File: config.mk
export PLATFORM = sky130hd
export DESIGN_NAME = gf_modp_acc_flat
export DESIGN_NICKNAME = d
export VERILOG_FILES = /design/src/rtl/gf_modp_acc_if.sv /design/src/rtl/gf_modp_acc.sv /design/src/flat_wrapper.sv
export SDC_FILE = /design/constraint.sdc
export NUM_CORES = 1
export LEC_CHECK = 0
export BUFFER_PORTS_ARGS = -buffer_cell sky130_fd_sc_hd__buf_2
export CORE_MARGIN = 2
export CORE_UTILIZATION = 50
export CTS_CLUSTER_DIAMETER = 200
export DETAILED_ROUTE_END_ITERATION = 6
export PLACE_DENSITY = 0.7
export SLEW_MARGIN = 40
export SYNTH_ARGS = -nofsm -noshare
export SYNTH_HDL_FRONTEND = slang
export SYNTH_SLANG_ARGS = --single-unit
File: constraint.sdc
create_clock -name i_clk -period 6.6 [get_ports i_clk]
set_input_delay 0.99 -clock i_clk [delete_from_list [all_inputs] [get_ports i_clk]]
set_output_delay 0.99 -clock i_clk [all_outputs]
set_load 0.01 [all_outputs]
File: src/rtl/gf_modp_acc_if.sv
// gf_modp_acc_if: term stream and result bundle for the modular accumulator.
interface gf_modp_acc_if #(
    parameter int WIDTH = 32,
    parameter int LEN_W = 16
);
    logic             i_start;
    logic [LEN_W-1:0] i_len;
    logic             i_valid;
    logic [WIDTH-1:0] i_data;
    logic             o_busy;
    logic [WIDTH-1:0] o_sum;
    logic             o_done;
    logic             o_err;
    modport master (output i_start, i_len, i_valid, i_data, input o_busy, o_sum, o_done, o_err);
    modport slave (input i_start, i_len, i_valid, i_data, output o_busy, o_sum, o_done, o_err);
endinterface

File: src/rtl/gf_modp_acc.sv
// gf_modp_acc: streaming sum of a programmed number of field terms mod P, one term per clock.
module gf_modp_acc #(
    parameter int                 WIDTH = 32,
    parameter logic [WIDTH-1:0]   P     = 32'hEC940E71,
    parameter int                 LEN_W = 16
) (
    input  logic         i_clk,
    input  logic         i_rst,
    gf_modp_acc_if.slave bus
);
    typedef enum logic {IDLE, ACC} state_t;
    state_t           state_q, state_d;
    logic [WIDTH-1:0] acc_q, acc_d, sum_q, sum_d;
    logic [LEN_W-1:0] cnt_q, cnt_d;
    logic             done_q, done_d, err_q, err_d;
    logic [WIDTH-1:0] d_red, res;
    logic [WIDTH:0]   s, r;
    // Terms may be any WIDTH-bit value; one subtraction fully reduces them since P > 2^(WIDTH-1).
    assign d_red = (bus.i_data >= P) ? bus.i_data - P : bus.i_data;
    assign s     = {1'b0, acc_q} + {1'b0, d_red};
    assign r     = (s >= {1'b0, P}) ? s - {1'b0, P} : s;
    assign res   = r[WIDTH-1:0];
    always_comb begin
        state_d = state_q;
        acc_d   = acc_q;
        cnt_d   = cnt_q;
        sum_d   = sum_q;
        done_d  = 1'b0;
        err_d   = err_q;
        if (state_q == IDLE) begin
            if (bus.i_start) begin
                err_d = 1'b0;
                if (bus.i_len == '0) begin
                    sum_d  = '0;
                    done_d = 1'b1;
                end else begin
                    acc_d   = '0;
                    cnt_d   = bus.i_len;
                    state_d = ACC;
                end
            end else if (bus.i_valid) begin
                err_d = 1'b1;
            end
        end else begin
            err_d = err_q | bus.i_start;
            if (bus.i_valid) begin
                acc_d = res;
                cnt_d = cnt_q - LEN_W'(1);
                if (cnt_q == LEN_W'(1)) begin
                    sum_d   = res;
                    done_d  = 1'b1;
                    state_d = IDLE;
                end
            end
        end
    end
    always_ff @(posedge i_clk or posedge i_rst) begin
        if (i_rst) begin
            state_q <= IDLE;
            acc_q   <= '0;
            cnt_q   <= '0;
            sum_q   <= '0;
            done_q  <= 1'b0;
            err_q   <= 1'b0;
        end else begin
            state_q <= state_d;
            acc_q   <= acc_d;
            cnt_q   <= cnt_d;
            sum_q   <= sum_d;
            done_q  <= done_d;
            err_q   <= err_d;
        end
    end
    assign bus.o_busy = (state_q == ACC);
    assign bus.o_sum  = sum_q;
    assign bus.o_done = done_q;
    assign bus.o_err  = err_q;
endmodule

File: src/flat_wrapper.sv
// flat-port wrapper written by rule: the top's interface ports become plain ports
module gf_modp_acc_flat 
#(
    parameter int                 WIDTH = 32,
    parameter logic [WIDTH-1:0]   P     = 32'hEC940E71,
    parameter int                 LEN_W = 16
)
  (i_clk, i_rst, bus_i_start, bus_i_len, bus_i_valid, bus_i_data, bus_o_busy, bus_o_sum, bus_o_done, bus_o_err);
  gf_modp_acc_if #(.WIDTH(WIDTH), .LEN_W(LEN_W)) bus_i ();
  input  logic i_clk;
  input  logic i_rst;
  input wire logic [$bits(bus_i.i_start)-1:0] bus_i_start;
  input wire logic [$bits(bus_i.i_len)-1:0] bus_i_len;
  input wire logic [$bits(bus_i.i_valid)-1:0] bus_i_valid;
  input wire logic [$bits(bus_i.i_data)-1:0] bus_i_data;
  output wire logic [$bits(bus_i.o_busy)-1:0] bus_o_busy;
  output wire logic [$bits(bus_i.o_sum)-1:0] bus_o_sum;
  output wire logic [$bits(bus_i.o_done)-1:0] bus_o_done;
  output wire logic [$bits(bus_i.o_err)-1:0] bus_o_err;
  assign bus_i.i_start = bus_i_start;
  assign bus_i.i_len = bus_i_len;
  assign bus_i.i_valid = bus_i_valid;
  assign bus_i.i_data = bus_i_data;
  assign bus_o_busy = bus_i.o_busy;
  assign bus_o_sum = bus_i.o_sum;
  assign bus_o_done = bus_i.o_done;
  assign bus_o_err = bus_i.o_err;
  gf_modp_acc #(.WIDTH(WIDTH), .P(P), .LEN_W(LEN_W)) u_core (.i_clk(i_clk), .i_rst(i_rst), .bus(bus_i));
endmodule
==> PnR_summary.wiki, run 1 <==
{| class="wikitable"
! Metric !! Value
|-
| Pre-Repair DR Iteration Count || 6
|-
| Initial antenna violation count || 1
|-
| DR DRC count || 0
|-
| Share of the synthesized area in compound gates (AO/OA/AOI/OAI) || between 20 and 30%
|-
| Nets || between 1k and 1.5k
|-
| Hold violation count in the final report || 0
|-
| Cell total after placement || roughly 1.4k
|-
| Slowest cell delay on critical path || between 400 and 500 ps
|-
| Netlist area before placement || slightly below 8000 sq um
|-
| Status || completed
|-
| Clock tree sinks || slightly above 80
|-
| Routed via count divided by cell count || approximately 6
|-
| Clock tree from TritonCTS || done
|-
| Largest cells by area after synthesis || sky130_fd_sc_hd__dfrtp_1 (27%), sky130_fd_sc_hd__ha_1 (6.1%), sky130_fd_sc_hd__nand2_1 (6.1%)
|-
| Post-Syn Instances || 977
|-
| Congestion Overflow GR || 0
|-
| Number of buffers inserted by port buffering || 86
|-
| CP arrival || 6580 ps
|-
| Clock root buffer || sky130_fd_sc_hd__clkbuf_16
|-
| Sum of routed wire length over all layers || 26.0 mm
|-
| Standard-cell row count || 45
|-
| Main flop type after synthesis || sky130_fd_sc_hd__dfrtp_1
|-
| Element type at the critical path end || register
|-
| Worst slew slack as a fraction of its limit || approximately 51%
|-
| Worst min-delay path category || register to register
|-
| Fraction of final layout cells sized beyond drive strength 1 || between 30% and 40%
|-
| Cell taking the most area after synthesis || sky130_fd_sc_hd__dfrtp_1
|-
| Width of the chip || approximately 130 microns
|-
| Most prevalent standard cell on the critical path || sky130_fd_sc_hd__buf_4
|-
| Post-detailed-route count of antenna-violating nets || 0
|-
| Total number of vias || 8654
|-
| PwrDens || 626 nW/um^2
|-
| Placed wire-length estimate || around 20 mm
|-
| Basic-gate share of the synthesized area counting and, or, nand and nor cells || 24.8%
|-
| Gpl congestion || slightly below 1
|-
| Maximum clock path buffer count || 2
|-
| Non-filler cells in the finished layout || 1436
|-
| Largest family of logic cells by synthesized area || compound AO/OA/AOI/OAI gates
|-
| Max Clock Skew || 7.47 ps
|-
| Height of the die || 129 microns
|-
| Synthesis-to-finish area growth || 36.9%
|-
| Mux share of post-synthesis cell area || around 1.1%
|-
| Core area || 15200 sq um
|-
| Clock latency at the later pin of the worst-skew pair || between 300 and 400 ps
|-
| All-layer global routing usage || 30.2%
|-
| Number of diodes || 0
|-
| Number of CTS-inserted buffers || 9
|-
| Post-cts hold buffer count || 0
|-
| Synth warnings || 0
|-
| Seq cells post-synth || 83
|-
| Number of violations of the max-capacitance limit || 0
|-
| Share of flip-flops with an asynchronous set or reset || 100%
|-
| Adder-cell share of the synthesized area || between 6 and 7%
|-
| Largest fanout of any net on the critical path || 9
|-
| Number of global-route vias before repair || approximately 8.1k
|-
| Startpoint class of the critical path || primary input
|-
| Count leader, synth || sky130_fd_sc_hd__nand2_1
|-
| Die Area || around 17000 sq um
|-
| Lkg Pwr || approximately 0.0047 uW
|-
| Highest ir drop seen on vdd || 0.000430 V
|-
| Final worst path period need || ~6400 ps
|-
| Pin count of the biggest net entering global routing || 84
|-
| Highest-delay cell along the critical path || sky130_fd_sc_hd__fa_1
|-
| Number of slew-limit violations in the final report || 0
|-
| Measured slew at the worst slew-check pin || 735 ps
|-
| Level count of the clock H-tree || 3
|-
| PnR Total Power || ~6600 uW
|-
| Clock transition at the registers of the reported paths || 60 ps
|-
| Starting density of the core || roughly half
|-
| Area share of the largest cell type after synthesis || a little over a quarter
|-
| Number of setup violations in the final report || 0
|-
| Global-route wire length before repair || 39.8 mm
|-
| Detailed Route Iter0 Violations || about 680
|-
| Share of the synthesized netlist area taken by xor and xnor gates || under 10%
|-
| Worst path required time || ~6800 ps
|-
| Share of synthesized area occupied by flip-flops and latches || around 27%
|-
| Final Cycle Share || 96.7%
|-
| DR WL/cell || roughly 18 microns
|-
| Synthesized net count || roughly 1.1k
|-
| Number of primary I/O pins || just under 90
|-
| Avg Inst Size Synth || just under 8 sq um
|-
| Critical Setup Path Class || primary input to register
|-
| Max Clk Rate || about 160 MHz
|-
| Distinct cell type count of the synthesized netlist || 80
|-
| Synth top cells by count || sky130_fd_sc_hd__nand2_1 (125), sky130_fd_sc_hd__dfrtp_1 (83), sky130_fd_sc_hd__a21oi_1 (79)
|-
| Post-synth EDFFs || 0
|}
## kinds of logic after synthesis
family / after synthesis
and+or+nand+nor: 381
AOI/OAI and AO/OA: 332
DFF: 83
buffers and inverters: 68
xor gates and xnor gates: 66
adders and majority gates: 39
muxes: 8
## registers in the layout, indices dropped and copies added (netlist names)
name	cells
u_core.bus.o_done	1
u_core.bus.o_busy	1
u_core.acc_q	32
u_core.bus.o_err	1
u_core.bus.o_sum	32
u_core.cnt_q	16
## cell usage in the layout, fill, tap and decap left out, drive strengths merged, types with 4 or more instances in the layout
master     n
or4        6
o31a       5
a21boi    10
a31oi      6
nor3      31
nand4     17
clkbuf    12
o211ai    12
a21o      15
nand2    125
xnor2     50
nor2b      7
nand2b    13
o21ai    111
a21oi     84
inv       19
o22ai      7
dfrtp     83
a211o      6
nand3     58
nor4      13
nor2      44
a211oi    23
a2111oi    7
nand3b     6
a221oi     7
and2      19
and3      12
or2        9
o21a       8
ha        38
o31ai      9
mux2i      6
or3       10
o2111ai    4
xor2      16
buf      301
## layer usage
layer / up-vias / global-route usage [%] / share of wire (%)
met5: - / 0 / 0
met4: 0 / 13.7 / 5.3
met3: 80 / 5.65 / 5.3
met2: 285 / 48.0 / 45
met1: 4130 / 40.0 / 44
li1: 4159 / - / -
## metrics by stage
step	TNS (ps)	area, sq um	utilization (%)	setup WS [ps]	hold slack [ps]
2_1_floorplan	0	7770	-	29.7	455
3_3_place_gp	-2600	9800	64.5	-124	465
3_5_place_dp	-12990	9800	64.5	-293	470
4_1_cts	0	10100	66.7	16.5	483
5_1_grt	-1700	10600	69.8	-108	518
6_report	0	10600	69.8	215	478
## repair_timing
| action | CTS | global route |
|---|---|---|
| resized for setup | 0 | 57 |
| endpoints found under the setup margin | 0 | 64 |
| setup buffers | 0 | 14 |
## report_power, final
part	switching, uW	internal, uW
Combinational	2780	2440
Sequential	186	683
Clock	201	367
## area by class of cell
| class | count | area, sq um |
|---|---|---|
| clock buffer | 10 | 229 |
| clock inverter | 5 | 103 |
| fill | 1231 | 4590 |
| inverter | 20 | 76.3 |
| multi-input combinational | 827 | 5700 |
| sequential | 83 | 2080 |
| tap | 188 | 235 |
| timing repair buffer | 303 | 2190 |
## final timing paths
| check | from | end | slack [ps] | depth (start not counted) |
|---|---|---|---|---|
| min in group asynchronous | i_rst | u_core.bus.o_sum[9] | 650 | 3 |
| min reg2reg | u_core.bus.o_sum[1] | u_core.bus.o_sum[1] | 480 | 2 |
| max | bus_i_data[0] | u_core.acc_q[19] | 220 | 31 |
| min | u_core.bus.o_sum[1] | u_core.bus.o_sum[1] | 480 | 2 |
| max in group asynchronous | i_rst | u_core.cnt_q[3] | 5400 | 4 |
| max reg2reg | u_core.acc_q[0] | u_core.bus.o_sum[2] | 2650 | 18 |
## worst max-delay path, delay by kind of cell
kind                       cells  cell delay, ps
AOI/OAI and AO/OA             15            2740
adders and majority gates      2             610
buffers and inverters          9            1230
xor gates and xnor gates       1             180
and+or+nand+nor                4             790
Power figures use the tool's default switching activity.
==> run 2: changes to the inputs <==
--- a/config.mk
+++ b/config.mk
@@ -8,9 +8,11 @@
 export BUFFER_PORTS_ARGS = -buffer_cell sky130_fd_sc_hd__buf_2
 export CORE_MARGIN = 2
 export CORE_UTILIZATION = 50
+export CTS_BUF_LIST = sky130_fd_sc_hd__clkbuf_4 sky130_fd_sc_hd__clkbuf_8 sky130_fd_sc_hd__clkbuf_16
 export CTS_CLUSTER_DIAMETER = 200
 export DETAILED_ROUTE_END_ITERATION = 6
 export PLACE_DENSITY = 0.7
+export RECOVER_POWER = 100
 export SLEW_MARGIN = 40
 export SYNTH_ARGS = -nofsm -noshare
 export SYNTH_HDL_FRONTEND = slang
==> run 2 against run 1 <==
Net effect:
- the flow now finishes with violations (capacitance limit, slew limit)
- worst hold slack improved by 3.1 ps
- register-to-register slack is essentially flat
- critical path depth did not move
- first-iteration DRC count decreased by 4.9%
- critical endpoint is now u_core.bus.o_sum[2]
==> PnR_summary.wiki, run 2 (synthesis results as in run 1) <==
{| class="wikitable"
! Metric !! Value
|-
| Net switching power || 3160 uW (-0.14%)
|-
| Clock root buffer || sky130_fd_sc_hd__clkbuf_16
|-
| Clock transition at the registers of the reported paths || 60 ps (about the same)
|-
| Slowest cell delay on critical path || 440 ps (+20 ps)
|-
| Number of violations of the max-capacitance limit || 3 (+3)
|-
| Clock tree from TritonCTS || done
|-
| Internal power of the cells || 3480 uW (-0.17%)
|-
| Worst hold slack || 482 ps (+3.15 ps)
|-
| Detailed Route Iter0 Violations || 643 (-4.9%)
|-
| Startpoint class of the critical path || primary input
|-
| Final worst path period need || 6400 ps (+14.7 ps)
|-
| Worst min-delay path category || register to register
|-
| Post-detailed-route count of antenna-violating nets || 0 (unchanged)
|-
| Die Area || 16500 sq um (unchanged)
|-
| Critical Setup Path Class || primary input to register
|-
| Pin count of the biggest net entering global routing || 84 (unchanged)
|-
| Max Clock Skew || 7.56 ps (+0.0905 ps)
|-
| Worst slew slack as a fraction of its limit || -101% (-150 points)
|-
| Instance area after placement || 9800 sq um (unchanged)
|-
| Pre-Repair DR Iteration Count || 5 (-1)
|-
| Final Cycle Share || 97.0% (+0.22 points)
|-
| Commonest non-fill, non-tap cells in the layout || sky130_fd_sc_hd__buf_4 (203), sky130_fd_sc_hd__nand2_1 (122), sky130_fd_sc_hd__dfrtp_1 (83)
|-
| Combinational group share of total power || 78.3% (about the same)
|-
| Level count of the clock H-tree || 3 (unchanged)
|-
| Height of the die || 129 microns (unchanged)
|-
| Most prevalent standard cell on the critical path || sky130_fd_sc_hd__buf_4
|-
| Number of diodes || 0 (unchanged)
|-
| Post-Layout Inst Area || 10500 sq um (-0.78%)
|-
| Number of primary I/O pins || 87 (unchanged)
|-
| Number of global-route vias before repair || 8095 (-0.012%)
|-
| Initial antenna violation count || 1 (unchanged)
|-
| PnR Total Power || 6640 uW (-0.15%)
|-
| Nets || 1335 (unchanged)
|-
| Standard-cell row count || 45 (unchanged)
|-
| Starting density of the core || 51.0% (unchanged)
|-
| Share of power burned in the clock network || 8.6% (about the same)
|-
| Number of slew-limit violations in the final report || 130 (+130)
|-
| Number of CTS-inserted buffers || 9 (unchanged)
|-
| Routed via count divided by cell count || 6.06 (+0.57%)
|-
| Worst path required time || 6880 ps (+90 ps)
|-
| Highest-delay cell along the critical path || sky130_fd_sc_hd__or4_4
|-
| Number of buffers inserted by port buffering || 86 (unchanged)
|-
| Most frequent standard cell in the layout excluding fill and tap cells || sky130_fd_sc_hd__buf_4
|-
| PwrDens || 630 nW/um^2 (+0.63%)
|-
| Number of setup violations in the final report || 0 (unchanged)
|-
| Measured slew at the worst slew-check pin || 3010 ps (+2280 ps)
|-
| Portion of total power attributed to sequential cells || 13.1% (about the same)
|-
| CP arrival || 6680 ps (+100 ps)
|-
| Width of the chip || 129 microns (unchanged)
|-
| Hold violation count in the final report || 0 (unchanged)
|-
| Layout Utilization || 69.3% (-0.54 points)
|-
| Maximum clock path buffer count || 2 (unchanged)
|-
| Synthesis-to-finish area growth || 35.9%
|-
| Highest ir drop seen on vdd || 0.000430 V (about the same)
|-
| DR WL/cell || 18.1 microns (-0.18%)
|-
| Non-filler cells in the finished layout || 1436 (unchanged)
|-
| DR DRC count || 0 (unchanged)
|-
| Gpl congestion || 0.975 (unchanged)
|-
| Fraction of final layout cells sized beyond drive strength 1 || 30.0% (-3.1 points)
|-
| All-layer global routing usage || 30.1% (about the same)
|-
| Largest fanout of any net on the critical path || 8 (-1)
|-
| Core area || 15200 sq um (unchanged)
|-
| Clock tree sinks || 83 (unchanged)
|-
| Status || complete, but fails checks
|-
| Clock latency at the later pin of the worst-skew pair || 340 ps (about the same)
|-
| Congestion Overflow GR || 0 (unchanged)
|-
| Failing checks || capacitance limit, slew limit
|-
| Switching portion of total power || 47.6% (about the same)
|-
| Cell total after placement || 1404 (unchanged)
|-
| Global-route wire length before repair || 39.8 mm (unchanged)
|-
| Element type at the critical path end || register
|-
| Lkg Pwr || 0.00456 uW (-3.7%)
|-
| Sum of routed wire length over all layers || 26.0 mm (-0.18%)
|-
| Placed wire-length estimate || 19.7 mm (unchanged)
|-
| Max Clk Rate || 156 MHz (-0.23%)
|-
| Total number of vias || 8703 (+0.57%)
|}
[run 2: cell count changes in the layout (fill, tap and decap cells not counted), sizes merged]
| cell | before | now |
|---|---|---|
| clkinv | 2 | 1 |
| clkbuf | 12 | 52 |
| buf | 301 | 261 |
| clkinvlp | 1 | 2 |
[run 2: power groups by stage]
| stage | Clock [uW] | Combinational [uW] | Sequential, uW |
|---|---|---|---|
| finish | 570 | 5200 | 869 |
| global route | 601 | 5590 | 874 |
| CTS | 571 | 4680 | 860 |
| detailed placement | 0 | 4640 | 867 |
| global placement | 0 | 4560 | 865 |
| floorplan | 0 | 2750 | 793 |
[run 2: critical path, delay by kind of cell]
family / cells / cell delay (ps)
AOI/OAI and AO/OA: 14 / 2670
xor gates and xnor gates: 1 / 120
adders and majority gates: 2 / 470
buffers and inverters: 8 / 1060
and+or+nand+nor: 6 / 1350
[run 2: metrics by stage]
stage | setup slack [ps] | TNS [ps]
5_1_grt | -70.1 | -775
2_1_floorplan | 29.7 | 0
3_5_place_dp | -293 | -12990
3_3_place_gp | -124 | -2600
6_report | 201 | 0
4_1_cts | 16.5 | 0
[run 2: layout make-up]
class	count	area (sq um)
flip-flops and latches	83	2080
clock inverters	5	103
fillers	1251	4670
multi-input cells	827	5700
clock buffers	10	233
well taps	188	235
repair buffers	303	2100
inverters	20	76.3
[run 2: final timing paths]
kind | cells past startpoint | slack (ps) | endpoint | from
worst max register to register | 18 | 2640 | u_core.bus.o_sum[2] | u_core.acc_q[0]
max in group asynchronous | 4 | 2010 | u_core.cnt_q[4] | i_rst
min in group asynchronous | 3 | 1110 | u_core.bus.o_sum[9] | i_rst
worst max-delay path | 31 | 200 | u_core.bus.o_sum[2] | bus_i_data[0]
worst min-delay path | 2 | 480 | u_core.bus.o_sum[1] | u_core.bus.o_sum[1]
worst min register to register | 2 | 480 | u_core.bus.o_sum[1] | u_core.bus.o_sum[1]
[run 2: timing repair]
item                       in CTS  in global routing
setup endpoints to repair       0                 64
hold buffers                    0                  0
setup buffers                   0                 14
resized for setup               0                 57
[run 2: routing by layer]
metal,vias to the layer above,part of all wire [%],GRT usage (%)
met5,-,0,0
met4,0,5.4,13.7
met3,82,5.6,5.65
met2,307,45,48.0
met1,4145,44,40.0
li1,4169,-,-
==> run 3: changes to the inputs <==
--- a/config.mk
+++ b/config.mk
@@ -5,13 +5,12 @@
 export SDC_FILE = /design/constraint.sdc
 export NUM_CORES = 1
 export LEC_CHECK = 0
-export BUFFER_PORTS_ARGS = -buffer_cell sky130_fd_sc_hd__buf_2
 export CORE_MARGIN = 2
 export CORE_UTILIZATION = 50
 export CTS_BUF_LIST = sky130_fd_sc_hd__clkbuf_4 sky130_fd_sc_hd__clkbuf_8 sky130_fd_sc_hd__clkbuf_16
 export CTS_CLUSTER_DIAMETER = 200
 export DETAILED_ROUTE_END_ITERATION = 6
-export PLACE_DENSITY = 0.7
+export DONT_BUFFER_PORTS = 1
 export RECOVER_POWER = 100
 export SLEW_MARGIN = 40
 export SYNTH_ARGS = -nofsm -noshare
==> run 3 against run 2 <==
Net effect:
- the flow still finishes with violations (capacitance limit, slew limit)
- cell count decreased by 11%
- combinational power decreased by 7.5%
- worst hold slack improved by 38 ps
- core utilization decreased by 7.0 points
- total power decreased by 6.7%
- die area unchanged
- clock power decreased by 10%
==> PnR_summary.wiki, run 3 (synthesis results as in run 1) <==
{| class="wikitable"
! Metric !! Value
|-
| Worst slew slack as a fraction of its limit || -123% (-22 points)
|-
| Height of the die || 129 microns (unchanged)
|-
| Final worst path period need || 6410 ps (+6.64 ps)
|-
| Worst min-delay path category || register to register
|-
| Total number of vias || 8121 (-6.7%)
|-
| Starting density of the core || 51.0% (unchanged)
|-
| Clock transition at the registers of the reported paths || 60 ps (about the same)
|-
| Element type at the critical path end || register
|-
| Clock root buffer || sky130_fd_sc_hd__clkbuf_16
|-
| Nets || 1177 (-12%)
|-
| Worst path required time || 6880 ps (about the same)
|-
| Number of primary I/O pins || 87 (unchanged)
|-
| Number of setup violations in the final report || 0 (unchanged)
|-
| Clock latency at the later pin of the worst-skew pair || 350 ps (about the same)
|-
| Highest ir drop seen on vdd || 0.000435 V (+1.3%)
|-
| Synthesis-to-finish area growth || 22.1%
|-
| All-layer global routing usage || 32.2% (+2.1 points)
|-
| Startpoint class of the critical path || primary input
|-
| Number of slew-limit violations in the final report || 63 (-52%)
|-
| Post-cts hold buffer count || 0 (unchanged)
|-
| Most frequent standard cell in the layout excluding fill and tap cells || sky130_fd_sc_hd__buf_4
|-
| Worst slack, placed || -316 ps (-22.6 ps)
|-
| Pre-Repair DR Iteration Count || 5 (unchanged)
|-
| Wire length the detailed router placed on met1 || 11.6 mm (+1.5%)
|-
| Number of violations of the max-capacitance limit || 1 (-2)
|-
| Number of gates on the worst path with buffers counted || 30 (-3.2%)
|-
| Standard-cell row count || 45 (unchanged)
|-
| Detailed Route Iter0 Violations || 673 (+4.7%)
|-
| Routed wl met2 || 12.6 mm (+7.5%)
|-
| Post-Layout Inst Area || 9460 sq um (-10%)
|-
| Clock tree from TritonCTS || done
|-
| Instance area after placement || 8850 sq um (-9.7%)
|-
| PwrDens || 655 nW/um^2 (+3.8%)
|-
| Post-route setup slack || 194 ps (-6.64 ps)
|-
| CP arrival || 6680 ps (about the same)
|-
| Worst hold slack || 519 ps (+37.8 ps)
|-
| Pin count of the biggest net entering global routing || 63 (-25%)
|-
| Largest fanout of any net on the critical path || 8 (unchanged)
|-
| Core area || 15200 sq um (unchanged)
|-
| Congestion Overflow GR || 0 (unchanged)
|-
| Met3 WL post-DR || 1.52 mm (+5.0%)
|-
| Placed wire-length estimate || 21.1 mm (+6.9%)
|-
| Critical Setup Path Class || primary input to register
|-
| Width of the chip || 129 microns (unchanged)
|-
| Routed via count divided by cell count || 6.35 (+4.8%)
|-
| Max Used Layer || met4
|-
| Number of global-route vias before repair || 7823 (-3.4%)
|-
| Slowest cell delay on critical path || 540 ps (+100 ps)
|-
| Crit path buf inv count || 7 (-1)
|-
| Measured slew at the worst slew-check pin || 3340 ps (+329 ps)
|-
| Global-route wire length before repair || 41.3 mm (+3.7%)
|-
| Commonest non-fill, non-tap cells in the layout || sky130_fd_sc_hd__buf_4 (137), sky130_fd_sc_hd__nand2_1 (123), sky130_fd_sc_hd__dfrtp_1 (83)
|-
| Number of buffers inserted by port buffering || 0 (-100%)
|-
| Max Clock Skew || 15.9 ps (+8.29 ps)
|-
| Fraction of final layout cells sized beyond drive strength 1 || 22.4% (-7.6 points)
|-
| Number of stages on the worst hold path || 2 (unchanged)
|-
| Clock tree sinks || 83 (unchanged)
|-
| Lkg Pwr || 0.00394 uW (-14%)
|-
| Number of CTS-inserted buffers || 9 (unchanged)
|-
| Level count of the clock H-tree || 3 (unchanged)
|-
| Sum of negative setup slack || 0 ps (unchanged)
|-
| Highest-delay cell along the critical path || sky130_fd_sc_hd__or4_4
|-
| Hold violation count in the final report || 0 (unchanged)
|-
| DR WL/cell || 21.1 microns (+16%)
|-
| Layout Utilization || 62.2% (-7.0 points)
|-
| Post-detailed-route count of antenna-violating nets || 0 (unchanged)
|-
| Status || complete, but fails checks
|-
| Final Cycle Share || 97.1% (+0.10 points)
|-
| Number of cell instances on the worst register-to-register path || 19 (+1)
|-
| Max Clk Rate || 156 MHz (-0.10%)
|-
| DR DRC count || 0 (unchanged)
|-
| Kind of cell adding the most delay to the critical path || compound AO/OA/AOI/OAI gates
|-
| Gpl congestion || 0.981 (+0.59%)
|-
| Die Area || 16500 sq um (unchanged)
|-
| Failing checks || capacitance limit, slew limit
|-
| Maximum clock path buffer count || 2 (unchanged)
|-
| Sum of routed wire length over all layers || 27.0 mm (+3.7%)
|-
| Initial antenna violation count || 0 (-1)
|}
run 3: cell types whose count changed in the layout (fill, tap and decap cells not counted), sizes merged:
| cell | before | now |
|---|---|---|
| clkinvlp | 2 | 4 |
| a21oi | 84 | 83 |
| bufinv | 3 | 1 |
| buf | 261 | 142 |
| diode | 0 | 1 |
| o21a | 8 | 9 |
| clkbuf | 52 | 12 |
| inv | 19 | 20 |
run 3: repair_timing:
action | 4_1_cts | 5_1_grt
resized for setup | 1 | 38
setup buffers | 0 | 8
pin swaps | 1 | 16
endpoints found under the setup margin | 3 | 64
cloned | 0 | 3
run 3: final timing paths:
kind,from,to,slack [ps]
max,bus_i_data[1],u_core.acc_q[2],190
min in group asynchronous,i_rst,u_core.acc_q[8],710
min,u_core.acc_q[25],u_core.acc_q[25],520
min reg2reg,u_core.acc_q[25],u_core.acc_q[25],520
max in group asynchronous,i_rst,u_core.acc_q[26],2250
max reg2reg,u_core.acc_q[0],u_core.acc_q[2],2530
run 3: cell type report:
class                   count  area, sq um
repair buffers            145         1160
clock buffers               9          225
diodes                      1         2.50
multi-input cells         827         5620
clock inverters             6         66.3
fillers                  1346         5740
flip-flops and latches     83         2080
inverters                  20         76.3
well taps                 188          235
run 3: worst reg2reg max path, delay by kind of cell (launching register included):
kind            cells  cell delay [ps]
simple gates        4             1070
flops               1              400
fa+ha+maj           2              400
compound gates      7             1290
buf+inv             6              860
run 3: metrics by stage:
step	instances	power, uW
after floorplan	977	3550
after global placement	1252	5210
after detailed placement	1252	5310
after CTS	1267	5850
after global routing	1278	6590
final	1279	6190
run 3: layer usage:
metal	GRT usage, %	up-vias
met2	52.3	290
met3	5.61	63
met5	0	-
met1	42.3	3928
li1	-	3840
met4	14.3	0
run 3: where the power goes:
| part | internal (uW) | total [uW] | switching [uW] |
|---|---|---|---|
| sequential | 682 | 877 | 194 |
| combinational | 2100 | 4810 | 2700 |
| clock | 292 | 513 | 221 |
| total | 3080 | 6190 | 3120 |
